--- config.mk ---
export PLATFORM = sky130hd
export DESIGN_NAME = robertson_mult_n_flat
export DESIGN_NICKNAME = d
export VERILOG_FILES = /design/src/rtl/robertson_mult_n_if.sv /design/src/rtl/robertson_mult_n.sv /design/src/flat_wrapper.sv
export SDC_FILE = /design/constraint.sdc
export NUM_CORES = 1
export LEC_CHECK = 0
export ABC_AREA = 0
export CAP_MARGIN = 5
export CORE_MARGIN = 4
export CORE_UTILIZATION = 51
export CTS_CLUSTER_DIAMETER = 100
export DETAILED_ROUTE_END_ITERATION = 6
export GPL_TIMING_DRIVEN = 0
export PLACE_DENSITY = 0.81
export RECOVER_POWER = 50
export SKIP_CTS_REPAIR_TIMING = 1
export SYNTH_ARGS = -nofsm -noshare
export SYNTH_HDL_FRONTEND = slang
export SYNTH_SLANG_ARGS = --single-unit
export TNS_END_PERCENT = 100
--- constraint.sdc ---
create_clock -name clk -period 2.61 [get_ports clk]
set_input_delay 0.6525 -clock clk [delete_from_list [all_inputs] [get_ports clk]]
set_output_delay 0.6525 -clock clk [all_outputs]
set_load 0.01 [all_outputs]
--- src/rtl/robertson_mult_n_if.sv ---
// robertson_mult_n_if: start/operand/product bus of the Robertson multiplier; fits exists only with ROBERTSON_FITS_FLAG_EN.
interface robertson_mult_n_if #(parameter int WIDTH = 8);
  logic start, is_signed, busy, done, out_valid, out_hi;
  logic [WIDTH-1:0] inbus, outbus;
`ifdef ROBERTSON_FITS_FLAG_EN
  logic fits;
  modport master (output start, is_signed, inbus, input busy, done, out_valid, out_hi, outbus, fits);
  modport slave (input start, is_signed, inbus, output busy, done, out_valid, out_hi, outbus, fits);
`else
  modport master (output start, is_signed, inbus, input busy, done, out_valid, out_hi, outbus);
  modport slave (input start, is_signed, inbus, output busy, done, out_valid, out_hi, outbus);
`endif
endinterface

--- src/rtl/robertson_mult_n.sv ---
// robertson_mult_n: serial-load shift-add multiplier, signed (Robertson) or unsigned per operation.
// ROBERTSON_FITS_FLAG_EN adds the registered fits flag.
module robertson_mult_n #(parameter int WIDTH = 8) (
  input logic clk,
  input logic rst,
  robertson_mult_n_if.slave bus
);
  localparam int CW = $clog2(WIDTH);
  localparam logic [2:0] IDLE = 3'd0, LOAD_Q = 3'd1, ITER = 3'd2, OUT_HI = 3'd3, OUT_LO = 3'd4;
  logic [2:0] state;
  logic [WIDTH-1:0] m, q, a;
  logic f, sgn, last, accept;
  logic [CW-1:0] cnt;
  logic [WIDTH:0] ax, mx, sum;
  // {F,A} is the partial product widened by one bit: sign in signed mode, carry in unsigned mode
  always_comb begin
    ax = {sgn & f, a};
    mx = {sgn & m[WIDTH-1], m};
    last = cnt == CW'(WIDTH - 1);
    sum = !q[0] ? ax : (sgn && last) ? ax - mx : ax + mx;
    accept = state == IDLE && bus.start && !bus.busy;
  end
  always_ff @(posedge clk or posedge rst) begin
    if (rst) begin
      state <= IDLE;
      m <= '0;
      q <= '0;
      a <= '0;
      f <= 1'b0;
      sgn <= 1'b0;
      cnt <= '0;
      bus.busy <= 1'b0;
      bus.done <= 1'b0;
      bus.out_valid <= 1'b0;
      bus.out_hi <= 1'b0;
      bus.outbus <= '0;
    end else begin
      bus.busy <= accept | (bus.busy & ~bus.done);
      bus.done <= state == OUT_LO;
      bus.out_valid <= state == OUT_HI || state == OUT_LO;
      bus.out_hi <= state == OUT_HI;
      bus.outbus <= state == OUT_HI ? a : state == OUT_LO ? q : '0;
      case (state)
        IDLE: if (accept) begin
          m <= bus.inbus;
          sgn <= bus.is_signed;
          a <= '0;
          f <= 1'b0;
          cnt <= '0;
          state <= LOAD_Q;
        end
        LOAD_Q: begin
          q <= bus.inbus;
          state <= ITER;
        end
        ITER: begin
          {a, q} <= {sum, q[WIDTH-1:1]};
          f <= sum[WIDTH];
          cnt <= cnt + CW'(1);
          state <= last ? OUT_HI : ITER;
        end
        OUT_HI: state <= OUT_LO;
        default: state <= IDLE;
      endcase
    end
  end
`ifdef ROBERTSON_FITS_FLAG_EN
  always_ff @(posedge clk or posedge rst) begin
    if (rst) bus.fits <= 1'b0;
    else bus.fits <= (state == OUT_HI || state == OUT_LO) && (sgn ? a == {WIDTH{q[WIDTH-1]}} : a == '0);
  end
`endif
endmodule
--- src/flat_wrapper.sv ---
// flat-port wrapper written by rule: the top's interface ports become plain ports
module robertson_mult_n_flat 
#(parameter int WIDTH = 8)
  (clk, rst, bus_start, bus_is_signed, bus_inbus, bus_busy, bus_done, bus_out_valid, bus_out_hi, bus_outbus);
  robertson_mult_n_if #(.WIDTH(WIDTH)) bus_i ();
  input logic clk;
  input logic rst;
  input wire logic [$bits(bus_i.start)-1:0] bus_start;
  input wire logic [$bits(bus_i.is_signed)-1:0] bus_is_signed;
  input wire logic [$bits(bus_i.inbus)-1:0] bus_inbus;
  output wire logic [$bits(bus_i.busy)-1:0] bus_busy;
  output wire logic [$bits(bus_i.done)-1:0] bus_done;
  output wire logic [$bits(bus_i.out_valid)-1:0] bus_out_valid;
  output wire logic [$bits(bus_i.out_hi)-1:0] bus_out_hi;
  output wire logic [$bits(bus_i.outbus)-1:0] bus_outbus;
  assign bus_i.start = bus_start;
  assign bus_i.is_signed = bus_is_signed;
  assign bus_i.inbus = bus_inbus;
  assign bus_busy = bus_i.busy;
  assign bus_done = bus_i.done;
  assign bus_out_valid = bus_i.out_valid;
  assign bus_out_hi = bus_i.out_hi;
  assign bus_outbus = bus_i.outbus;
  robertson_mult_n #(.WIDTH(WIDTH)) u_core (.clk(clk), .rst(rst), .bus(bus_i));
endmodule
## Word level (Yosys, flattened, before mapping)

Cells that the tools add are included.

- Bits in registers: 44
- Bits of input ports: 12

- Eq/ne operators: 6
- Add/subtract/negate cells: 3
- Bitwise operators: 5
- Multiplexer cells: 14
- Reduce and logical (&&, ||, !) cells: 10

Operators by type and width:

| operator | count |
|---|---|
| 8-bit case mux with 2 select lines | 2 |
| 8-bit 2-to-1 mux | 3 |
| 9-bit 2-to-1 mux | 2 |
| 3-bit case mux with 4 select lines | 1 |
| 9-bit adder | 1 |
| 9-bit subtractor | 1 |
| 3-bit by 2-bit == test with 1-bit output (second input constant) | 2 |
| 3-bit == test (second input constant) | 2 |
| 3-bit 2-to-1 mux | 2 |
| 3-bit case mux with 2 select lines | 1 |
| 2-bit AND reduction | 2 |
| 2-bit nonzero test | 2 |
| 3-bit by 1-bit adder with 3-bit output (second input constant) | 1 |
| 1-bit AND | 3 |
| 3-bit by 1-bit == test with 1-bit output (second input constant) | 1 |
| 1-bit logical AND | 3 |
| 3-bit zero test | 1 |
| 1-bit 2-to-1 mux | 2 |
| 2-bit by 1-bit inequality test with 1-bit output (second input constant) | 1 |
| 1-bit case mux with 2 select lines | 1 |
| 1-bit zero test | 1 |
| 1-bit logical OR | 1 |
| 1-bit NOT | 1 |
| 1-bit bitwise OR | 1 |

## Logic depth before layout (Yosys ltp)

Gate-level depths: netlist of run 1.

- Word-level depth: 5
- Gate-level depth with buffers: 12
- Gate-level depth less buffers: 12

## Worst setup path after synthesis of run 1

OpenSTA, ideal clock, no wires.

- Kind: reg2reg
- Start point: reg u_core.cnt[0]
- End point: reg u_core.a[7]
- Path buffers: 0
- Arrival: 2.349 ns
- Period minus slack after synthesis: 2.453 ns
- Slack: 0.157 ns
- Setup time: 0.104 ns
- Stages on the path, launching flop included: 13
- Data required time: 2.506 ns
- Cell sequence: dfrtp_1 -> ha_1 -> ha_1 -> and2_2 -> nor2_1 -> xnor2_1 -> ha_1 -> a211oi_2 -> o21ai_1 -> a31oi_4 -> xnor2_1 -> nand3_1 -> o311ai_1

- Word-level cells in the longest chain between the ends: 5

Ends and longest elaborated chain:

| item | line | source |
|---|---|---|
| start: declaration | robertson_mult_n.sv:13 | `logic [CW-1:0] cnt;` |
| start signal: assignment | robertson_mult_n.sv:59 | `cnt <= cnt + CW'(1);` |
| 3-bit == test | robertson_mult_n.sv:19 | `last = cnt == CW'(WIDTH - 1);` |
| 1-bit logical AND | robertson_mult_n.sv:20 | `sum = !q[0] ? ax : (sgn && last) ? ax - mx : ax + mx;` |
| 9-bit 2-to-1 mux (2 in series) | robertson_mult_n.sv:20 |  |
| 8-bit case mux with 2 select lines | robertson_mult_n.sv:43 | `case (state)` |
| end signal: assignment | robertson_mult_n.sv:57 | `{a, q} <= {sum, q[WIDTH-1:1]};` |
| end: declaration | robertson_mult_n.sv:11 | `logic [WIDTH-1:0] m, q, a;` |

Every way passes these cells.
A chain may end at the register's enable or synchronous reset.

## Final worst setup path of run 1

- Start point: reg u_core.cnt[1]
- End point: reg u_core.a[4]

The elaborated chain is that of the path after synthesis.

==> results.sh, run 1 <==
export IMPL_seqPwrFrac=0.299
export IMPL_post_drt_wl_per_cell_um=17.0
export IMPL_grt_max_degree=44
export IMPL_cts_max_path_buffers=2
export IMPL_period_needed_ps=2570
export IMPL_post_route_util=0.640
export IMPL_rsz0062_at_grt="true"
export IMPL_finalNetCount=277
export IMPL_clock_fmax_mhz=388
export IMPL_cts_made_buffers=5
export IMPL_first_pass_iters=4
export IMPL_tightest_slew_ps=1610
export IMPL_period_share=0.986
export IMPL_use_met3=0.0401
export IMPL_dieArea_um2=5600
export IMPL_synth_seq_cells=43
export IMPL_p_int_mw=2.29
export IMPL_grt_antenna_before_repair=0
export IMPL_dpl_hpwl_mm=3.68
export IMPL_comb_power_share=0.575
export IMPL_cts_sinks=43
export IMPL_busiest_layer="met2"
export IMPL_setup_viol=0
export IMPL_dieHeight_um=74.8
export IMPL_die_x_um=74.8
export IMPL_met2_usage=0.322
export IMPL_drv_cap=1
export IMPL_tritoncts="built"
export IMPL_synth_edf_count=0
export IMPL_synth_ff_type="dfrtp_1"
export IMPL_critPathCaptureType="flip-flop"
export IMPL_ys_warn_count=0
export IMPL_worst_clock_skew_ps=4.88
export IMPL_drt_iter0_markers=153
export IMPL_fillers=345
export IMPL_clk_insertion_delay_late_ps=300
export IMPL_cts_htree_levels=2
export IMPL_powerDensity_nw_per_um2=1450
export IMPL_ios=24
export IMPL_area_growth_pct=22.2
export IMPL_netlist_area_um2=2280
export IMPL_switching_share=0.435
export IMPL_async_flop_share=1.00
export IMPL_ant_nets=0
export IMPL_critical_path_max_stage_delay_ps=400
export IMPL_clock_power_share=0.126
export IMPL_critPathArrivalTime_ps=2750
export IMPL_synthCells=219
export IMPL_violations="capacitance limit, slew limit"
export IMPL_avgSynthCellArea_um2=10.4
export IMPL_portBuffers=23
export IMPL_drive_above_1_share=0.158
export IMPL_cts_clk_slew_worst_paths_ps=80
export IMPL_maxSlewViolCount=44
export IMPL_routabilityCongestion=0.841
export IMPL_grt_usage=0.198
export IMPL_hp_class="flip-flop to flip-flop"
export IMPL_peakVddDrop_v=0.000711
export IMPL_p_sw_mw=1.76
export IMPL_drc=0
export IMPL_vias_per_cell=5.81
export IMPL_cpMaxStageDelayCell="dfrtp_1"
export IMPL_critPathLaunchType="flip-flop"
export IMPL_dr_total_vias=1771
export IMPL_crit_buf_inv=0
export IMPL_status="finished, violations left"
export IMPL_power_leakage_nw=1.24
export IMPL_maxSlewHeadroom=-0.0723
export IMPL_wirelength_mm=5.20
export IMPL_start_util=0.523
export IMPL_design_core_area_um2=4350
export IMPL_criticalPathCategory="flip-flop to flip-flop"
export IMPL_synth_cell_types=43
export IMPL_clock_root_buffer="clkbuf_8"
export IMPL_first_global_vias=1745
export IMPL_total_power_mw=4.05
export IMPL_gr_usage_met1=0.257
export IMPL_cp_required_ps=2780
export IMPL_num_antenna_cells=0
export IMPL_gr_total_overflow=0
export IMPL_critical_path_top_delay_family="adder cells"
export IMPL_path_cells="ha_2, ha_4, nand2_4, mux2i_4, ha_1, nor2b_4, o211ai_1, nand3b_1, a21oi_2, xor2_1, o21ai_0"
export IMPL_report_final_hold_viol_count=0
export IMPL_path_max_fanout=4
export IMPL_yosysSeqAreaShare=0.472
export IMPL_synth_fp_nets=243
export IMPL_num_rows=24
export IMPL_grt_pass1_wl_mm=8.25
[final timing paths]
check,slack (ps),from,end,cells after the start
max in group asynchronous,390,rst,u_core.m[6],2
setup reg to reg,40,u_core.cnt[1],u_core.a[4],11
hold reg to reg,500,u_core.bus.busy,u_core.bus.busy,1
hold / removal,500,u_core.bus.busy,u_core.bus.busy,1
setup / recovery,40,u_core.cnt[1],u_core.a[4],11
min in group asynchronous,1280,rst,u_core.bus.busy,2
[worst register-to-register path, stage by stage (launching register included)]
cell and delay (ps):
dfrtp_1 400, ha_2 210, ha_4 180, nand2_4 90, mux2i_4 250, ha_1 260, nor2b_4 130, o211ai_1 310
nand3b_1 160, a21oi_2 180, xor2_1 190, o21ai_0 100
[cell families (layout without fill, tap and decap cells)]
logic type      count (synthesis)  after routing  share of synthesized area
xor+xnor                       14             14                     0.0538
mux                            16             16                     0.0736
buf+inv                        16             50                     0.0335
flops                          43             43                      0.472
simple gates                   58             58                      0.122
fa+ha+maj                      12             12                     0.0692
compound gates                 60             60                      0.175
[layout make-up]
class	count	area, um2	area share
well taps	52	65.1	0.0234
plain buffers	8	46.3	0.0166
clock buffers	5	68.8	0.0247
clock inverters	2	37.5	0.0135
flip-flops and latches	43	1080	0.386
inverters	8	30.0	0.0108
repair buffers	27	260	0.0934
multi-input cells	160	1200	0.431
[through the flow]
stage | worst slack, ps | area, um2 | cells | hold slack [ps] | setup TNS (ps)
2_1_floorplan | 157 | 2280 | 219 | 466 | 0
6_report | 35.8 | 2790 | 305 | 505 | 0
5_1_grt | -47.8 | 2790 | 305 | 550 | -120
3_3_place_gp | -84.0 | 2570 | 294 | 483 | -114
4_1_cts | -141 | 2680 | 301 | 510 | -364
3_5_place_dp | -97.5 | 2570 | 294 | 491 | -214
[registers in the layout, indices dropped and copies added (netlist names)]
register	cells
u_core.bus.done	1
u_core.bus.busy	1
u_core.a	8
u_core.state	3
u_core.sgn	1
u_core.bus.outbus	8
u_core.m	8
u_core.bus.out_valid	1
u_core.cnt	3
u_core.q	8
u_core.bus.out_hi	1
[cells in the mapped netlist (2+ instances only)]
cell / count / area share
mux2i_1: 10 / 0.044
a41oi_1: 2 / 0.0077
nor2b_1: 3 / 0.0082
nand2b_1: 2 / 0.0055
o22ai_1: 2 / 0.0055
nor2_1: 9 / 0.015
nand2_1: 29 / 0.048
a31oi_1: 2 / 0.0055
a21o_1: 3 / 0.0099
a22oi_1: 3 / 0.0099
buf_6: 2 / 0.0099
xor2_1: 6 / 0.023
nor3_1: 3 / 0.0066
nand3_1: 3 / 0.0066
nand3b_1: 2 / 0.0066
xnor2_1: 8 / 0.031
clkbuf_1: 4 / 0.0066
a21oi_1: 6 / 0.013
a22o_1: 8 / 0.031
ha_1: 11 / 0.060
dfrtp_1: 43 / 0.47
inv_1: 8 / 0.013
mux2_2: 6 / 0.030
o21ai_1: 13 / 0.029
o21ai_0: 13 / 0.029
[power groups by stage]
stage / Sequential [mW] / Combinational (mW) / Clock (mW)
finish: 1.21 / 2.33 / 0.509
global route: 1.24 / 2.58 / 0.546
CTS: 1.19 / 2.04 / 0.516
detailed placement: 1.20 / 2.02 / 0
global placement: 1.18 / 1.96 / 0
floorplan: 1.11 / 1.63 / 0
[per-layer routing]
layer	wire [um]	vias up
met3	379	9
met4	110	0
met5	0	-
met2	2550	74
met1	2160	843
li1	-	845
[cells in the final DEF (no fill, tap or decap), drive strengths merged, types with 6 or more instances in the layout]
cell,n
o21ai,27
a21oi,6
xnor2,8
nor2,10
mux2i,10
xor2,6
inv,8
buf,8
clkdlybuf4s50,22
ha,11
dfrtp,43
mux2,6
a22o,8
nand2,29
clkbuf,9
No activity file was read; power rests on OpenSTA's default activity.
==> inputs of run 2 (changes only) <==
- CORE_UTILIZATION: 51 -> 56
- PLACE_DENSITY: 0.81 -> 0.84
- clock period: 2.61 -> 2.45 ns (I/O delays scaled with it)
==> results.sh, run 2 (synthesis results as in run 1) <==
export IMPL_cts_max_path_buffers=2
export IMPL_rsz0062_at_grt="true"
export IMPL_grt_antenna_before_repair=0
export IMPL_grt_usage=0.198
export IMPL_routabilityCongestion=0.845
export IMPL_critical_path_top_delay_family="adder cells"
export IMPL_grt_max_degree=44
export IMPL_area_growth_pct=22.1
export IMPL_clk_insertion_delay_late_ps=300
export IMPL_startpoint="u_core.cnt[1]"
export IMPL_maxSlewHeadroom=-0.0219
export IMPL_ios=24
export IMPL_dieArea_um2=5150
export IMPL_whs_ps=538
export IMPL_drv_cap=1
export IMPL_path_max_fanout=4
export IMPL_tritoncts="built"
export IMPL_worst_r2r_setup_slack_ps=-20
export IMPL_r2r_start="u_core.cnt[1]"
export IMPL_cts_htree_levels=2
export IMPL_clock_fmax_mhz=404
export IMPL_post_route_util=0.733
export IMPL_wirelength_mm=4.70
export IMPL_hp_class="flip-flop to flip-flop"
export IMPL_cts_clk_slew_worst_paths_ps=80
export IMPL_clock_root_buffer="clkbuf_8"
export IMPL_final_common_cell="dfrtp_1"
export IMPL_clock_power_share=0.102
export IMPL_comb_power_share=0.598
export IMPL_num_rows=22
export IMPL_ant_nets=0
export IMPL_grt_pass1_wl_mm=7.99
export IMPL_rr_worst_depth=11
export IMPL_critPathCaptureType="flip-flop"
export IMPL_tightest_slew_ps=1530
export IMPL_status="finished, violations left"
export IMPL_start_util=0.600
export IMPL_first_global_vias=1596
export IMPL_worst_slack_ps=-24.5
export IMPL_violations="capacitance limit, slew limit, setup timing"
export IMPL_num_antenna_cells=0
export IMPL_dpl_hpwl_mm=3.44
export IMPL_path_cells="ha_2, ha_4, nand2_4, mux2i_4, ha_1, nor2b_4, o211ai_1, nand3_1, a31oi_2, xor2_1, o21ai_1"
export IMPL_peakVddDrop_v=0.000835
export IMPL_mostFrequentLayoutCells="43 x dfrtp_1, 28 x nand2_1, 23 x clkdlybuf4s50_1, 15 x o21ai_1"
export IMPL_cp_endpoint="u_core.a[6]"
export IMPL_cpMaxStageDelayCell="dfrtp_1"
export IMPL_period_needed_ps=2470
export IMPL_cts_made_buffers=5
export IMPL_post_drt_wl_per_cell_um=15.7
export IMPL_dp_slack_ps=-258
export IMPL_p_int_mw=2.39
export IMPL_crit_buf_inv=0
export IMPL_cp_required_ps=2630
export IMPL_power_leakage_nw=1.24
export IMPL_p_sw_mw=1.87
export IMPL_dr_total_vias=1723
export IMPL_critPathLaunchType="flip-flop"
export IMPL_r2r_end="u_core.a[6]"
export IMPL_drive_above_1_share=0.171
export IMPL_die_x_um=71.8
export IMPL_worst_clock_skew_ps=6.05
export IMPL_dieHeight_um=71.8
export IMPL_design_core_area_um2=3800
export IMPL_criticalPathCategory="flip-flop to flip-flop"
export IMPL_drt_iter0_markers=106
export IMPL_portBuffers=23
export IMPL_period_share=1.01
export IMPL_finalNetCount=275
export IMPL_cp_depth=11
export IMPL_hold_depth=2
export IMPL_powerDensity_nw_per_um2=1530
export IMPL_critical_path_max_stage_delay_ps=390
export IMPL_cts_sinks=43
export IMPL_maxSlewViolCount=44
export IMPL_first_pass_iters=5
export IMPL_drc=0
export IMPL_gr_total_overflow=0
export IMPL_seqPwrFrac=0.300
export IMPL_switching_share=0.439
export IMPL_setup_viol=2
export IMPL_vias_per_cell=5.74
export IMPL_critPathArrivalTime_ps=2660
export IMPL_report_final_hold_viol_count=0
==> run 2: cell count changes in the layout (fill, tap and decap cells not counted), sizes merged <==
cell | previous run | this run
clkinvlp | 1 | 0
clkdlybuf4s50 | 22 | 23
bufinv | 1 | 0
clkinv | 0 | 3
buf | 8 | 6
dlygate4sd3 | 1 | 0
==> run 2: power groups by stage <==
stage	clock network, mW	logic [mW]	registers (mW)
after floorplan	0	1.73	1.18
after global placement	0	2.11	1.25
after global routing	0.470	2.84	1.31
after CTS	0.438	2.17	1.25
after detailed placement	0	2.15	1.26
final	0.435	2.55	1.28
==> run 2: tightest hold or removal path, stage by stage, from the launching register on <==
cell and delay (ps):
dfrtp_1 390, nand2_1 60, o21ai_1 50
==> run 2: per-stage QoR <==
step                std cells  power [mW]  instance area, um2  TNS (ps)
global route              300        4.62                2780      -536
detailed placement        290        3.41                2570      -878
floorplan                 219        2.92                2280         0
finish                    300        4.26                2780     -39.6
global placement          290        3.35                2570      -697
CTS                       298        3.85                2650     -1050
==> run 2: worst min-delay path by stage <==
| stage | end | start |
|---|---|---|
| 2_1_floorplan | u_core.bus.out_hi | u_core.state[2] |
| 3_3_place_gp | u_core.bus.busy | u_core.bus.busy |
| 3_5_place_dp | u_core.bus.out_hi | u_core.state[2] |
| 4_1_cts | u_core.cnt[0] | u_core.cnt[0] |
| 5_1_grt | u_core.bus.outbus[1] | u_core.q[1] |
| 6_report | u_core.cnt[1] | u_core.cnt[1] |
==> run 2: layout make-up <==
type	instances	area, um2
plain buffers	8	46.3
clock buffers	5	68.8
clock inverters	3	15.0
fillers	270	1020
inverters	8	30.0
multi-input cells	160	1240
flip-flops and latches	43	1080
well taps	48	60.1
repair buffers	25	245
==> run 2: metal layers <==
metal / routed length, um / global-route usage / part of all wire / vias up
li1: - / - / - / 841
met1: 2150 / 0.285 / 0.46 / 829
met2: 2240 / 0.310 / 0.48 / 45
met3: 251 / 0.0337 / 0.053 / 8
met4: 61 / 0.0501 / 0.013 / 0
met5: 0 / 0 / 0 / -
==> patch (config.mk and constraints of run 2) <==
`WIDTH` is set to 8 in 3 places; all go to 16.
--- a/src/rtl/robertson_mult_n_if.sv
+++ b/src/rtl/robertson_mult_n_if.sv
@@ -1,5 +1,5 @@
 // robertson_mult_n_if: start/operand/product bus of the Robertson multiplier; fits exists only with ROBERTSON_FITS_FLAG_EN.
-interface robertson_mult_n_if #(parameter int WIDTH = 8);
+interface robertson_mult_n_if #(parameter int WIDTH = 16);
   logic start, is_signed, busy, done, out_valid, out_hi;
   logic [WIDTH-1:0] inbus, outbus;
 `ifdef ROBERTSON_FITS_FLAG_EN
--- a/src/rtl/robertson_mult_n.sv
+++ b/src/rtl/robertson_mult_n.sv
@@ -1,6 +1,6 @@
 // robertson_mult_n: serial-load shift-add multiplier, signed (Robertson) or unsigned per operation.
 // ROBERTSON_FITS_FLAG_EN adds the registered fits flag.
-module robertson_mult_n #(parameter int WIDTH = 8) (
+module robertson_mult_n #(parameter int WIDTH = 16) (
   input logic clk,
   input logic rst,
   robertson_mult_n_if.slave bus
--- a/src/flat_wrapper.sv
+++ b/src/flat_wrapper.sv
@@ -1,6 +1,6 @@
 // flat-port wrapper written by rule: the top's interface ports become plain ports
 module robertson_mult_n_flat 
-#(parameter int WIDTH = 8)
+#(parameter int WIDTH = 16)
   (clk, rst, bus_start, bus_is_signed, bus_inbus, bus_busy, bus_done, bus_out_valid, bus_out_hi, bus_outbus);
   robertson_mult_n_if #(.WIDTH(WIDTH)) bus_i ();
   input logic clk;
Ports: changed (resized bus_inbus and bus_outbus); port bits go from 24 to 40. No check against the original RTL was run, so the function may have changed too.
==> patch against run 2 <==
- the run ends with setup timing left
- non-clock buffer count is 54 higher
- setup slack worse by 1300 ps
- area after synthesis is 85% higher
- wire length grew to 2.8 times the old value
- highest routed layer unchanged
- sequential share of layout area is 4.5 points lower
- final cell count is 110% higher
- final area is 100% higher
- sequential cell count is 33 higher
- critical endpoint is now u_core.f
Power is left out: it rests on default switching activity, and per cell area and clock period it moved more than threefold.
==> patch: results (changes against run 2) <==
{| class="wikitable"
! Metric !! Value
|-
| Final Wtd Congestion || 0.934 (was 0.845)
|-
| Status || complete, but fails checks (unchanged)
|-
| Non-clock buffer share of cell area || 12.6% (was 10.5%)
|-
| Dpl cells || 603 (was 290)
|-
| # port buffers || 39 (was 23)
|-
| Wire length of the first global-routing pass || 18600 um (was 7990 um)
|-
| Worst slew margin relative to its limit || 2.98% (was -2.19%)
|-
| Reg2Reg Launch Point || u_core.m[5] (was u_core.cnt[1])
|-
| Number of DRC markers after the initial detailed-route iteration || 448 (was 106)
|-
| Post-synthesis compound-gate area fraction || 20.1% (was 17.5%)
|-
| Via count of the first global-routing pass || 3783 (was 1596)
|-
| Post-synthesis net count || 503 (was 243)
|-
| Multi-input combinational area share || 47.3% (was 44.6%)
|-
| Area share of fa/ha/maj cells after synthesis || 5.82% (was 6.92%)
|-
| Count of multi-input combinational gates || 355 (was 160)
|-
| Total Nets Final || 579 (was 275)
|-
| Total Routed Length || 13400 um (was 4700 um)
|-
| Final worst slack || -1290 ps (was -24.5 ps)
|-
| Met3 wire len || 1270 um (was 251 um)
|-
| Hold EP || u_core.bus.busy (was u_core.cnt[1])
|-
| Half-perimeter wire length after detailed placement || 8340 um (was 3440 um)
|-
| Filler instances || 465 (was 270)
|-
| Via total after detailed routing || 4120 (was 1723)
|-
| Average footprint of a synthesized cell || 9.09 um2 (was 10.4 um2)
|-
| Inverters || 11 (was 8)
|-
| Number of setup violations in the final report || 13 (was 2)
|-
| CTS Buf Count || 9 (was 5)
|-
| Clock latency on the worst-skew pair || 360 ps (was 300 ps)
|-
| Total negative setup slack || -7200 ps (was -39.6 ps)
|-
| Slowest stage delay, CP || 480 ps (was 390 ps)
|-
| Count of maximum capacitance violations || 0 (was 1)
|-
| Detailed-routing wirelength on met1 || 5040 um (was 2150 um)
|-
| Worst hold path depth || 1 (was 2)
|-
| Number of clock buffers in the layout || 11 (was 5)
|-
| Count of cell types in the netlist || 47 (was 43)
|-
| All-Layer GR Usage || 27.4% (was 19.8%)
|-
| CTS H-tree depth || 3 (was 2)
|-
| Origin of the worst min-delay path || u_core.bus.done (was u_core.cnt[1])
|-
| Num sequential || 76 (was 43)
|-
| Floorplan row count || 31 (was 22)
|-
| Layout clock area frac || 3.01% (about the same)
|-
| Buffers excl. clock || 87 (was 33)
|-
| DR WL met2 || 6520 um (was 2240 um)
|-
| Sequential fraction of the synthesis area || 45.1% (was 47.2%)
|-
| Highest-delay cell along the critical path || or4_4 (was dfrtp_1)
|-
| Portion of netlist area occupied by mux cells || 4.27% (was 7.36%)
|-
| Worst Skew || 9.35 ps (was 6.05 ps)
|-
| Failing checks || setup timing (was capacitance limit, slew limit, setup timing)
|-
| Register fraction of the total cell area || 34.1% (was 38.7%)
|-
| Fraction of layout instances using a drive strength above 1 || 20.4% (was 17.1%)
|}
## patch: critical path: cells and delay by family, from the launching register on
| kind | cells | cell delay, ps |
|---|---|---|
| and+or+nand+nor | 4 | 1480 |
| AOI/OAI and AO/OA | 7 | 1240 |
| DFF | 1 | 430 |
| adders and majority gates | 1 | 250 |
| xor gates and xnor gates | 1 | 230 |
## patch: stage by stage
| stage | worst slack [ps] | instance area (um2) |
|---|---|---|
| 2_1_floorplan | -949 | 4300 |
| 3_3_place_gp | -1320 | 4820 |
| 3_5_place_dp | -1400 | 4840 |
| 4_1_cts | -1430 | 5000 |
| 5_1_grt | -1360 | 5580 |
| 6_report | -1290 | 5580 |
## patch: metal layers
layer,vias to the layer above,global-route usage (%)
met5,-,0
met4,0,11.4
met3,61,6.45
met2,269,43.7
met1,1995,36.0
li1,1795,-
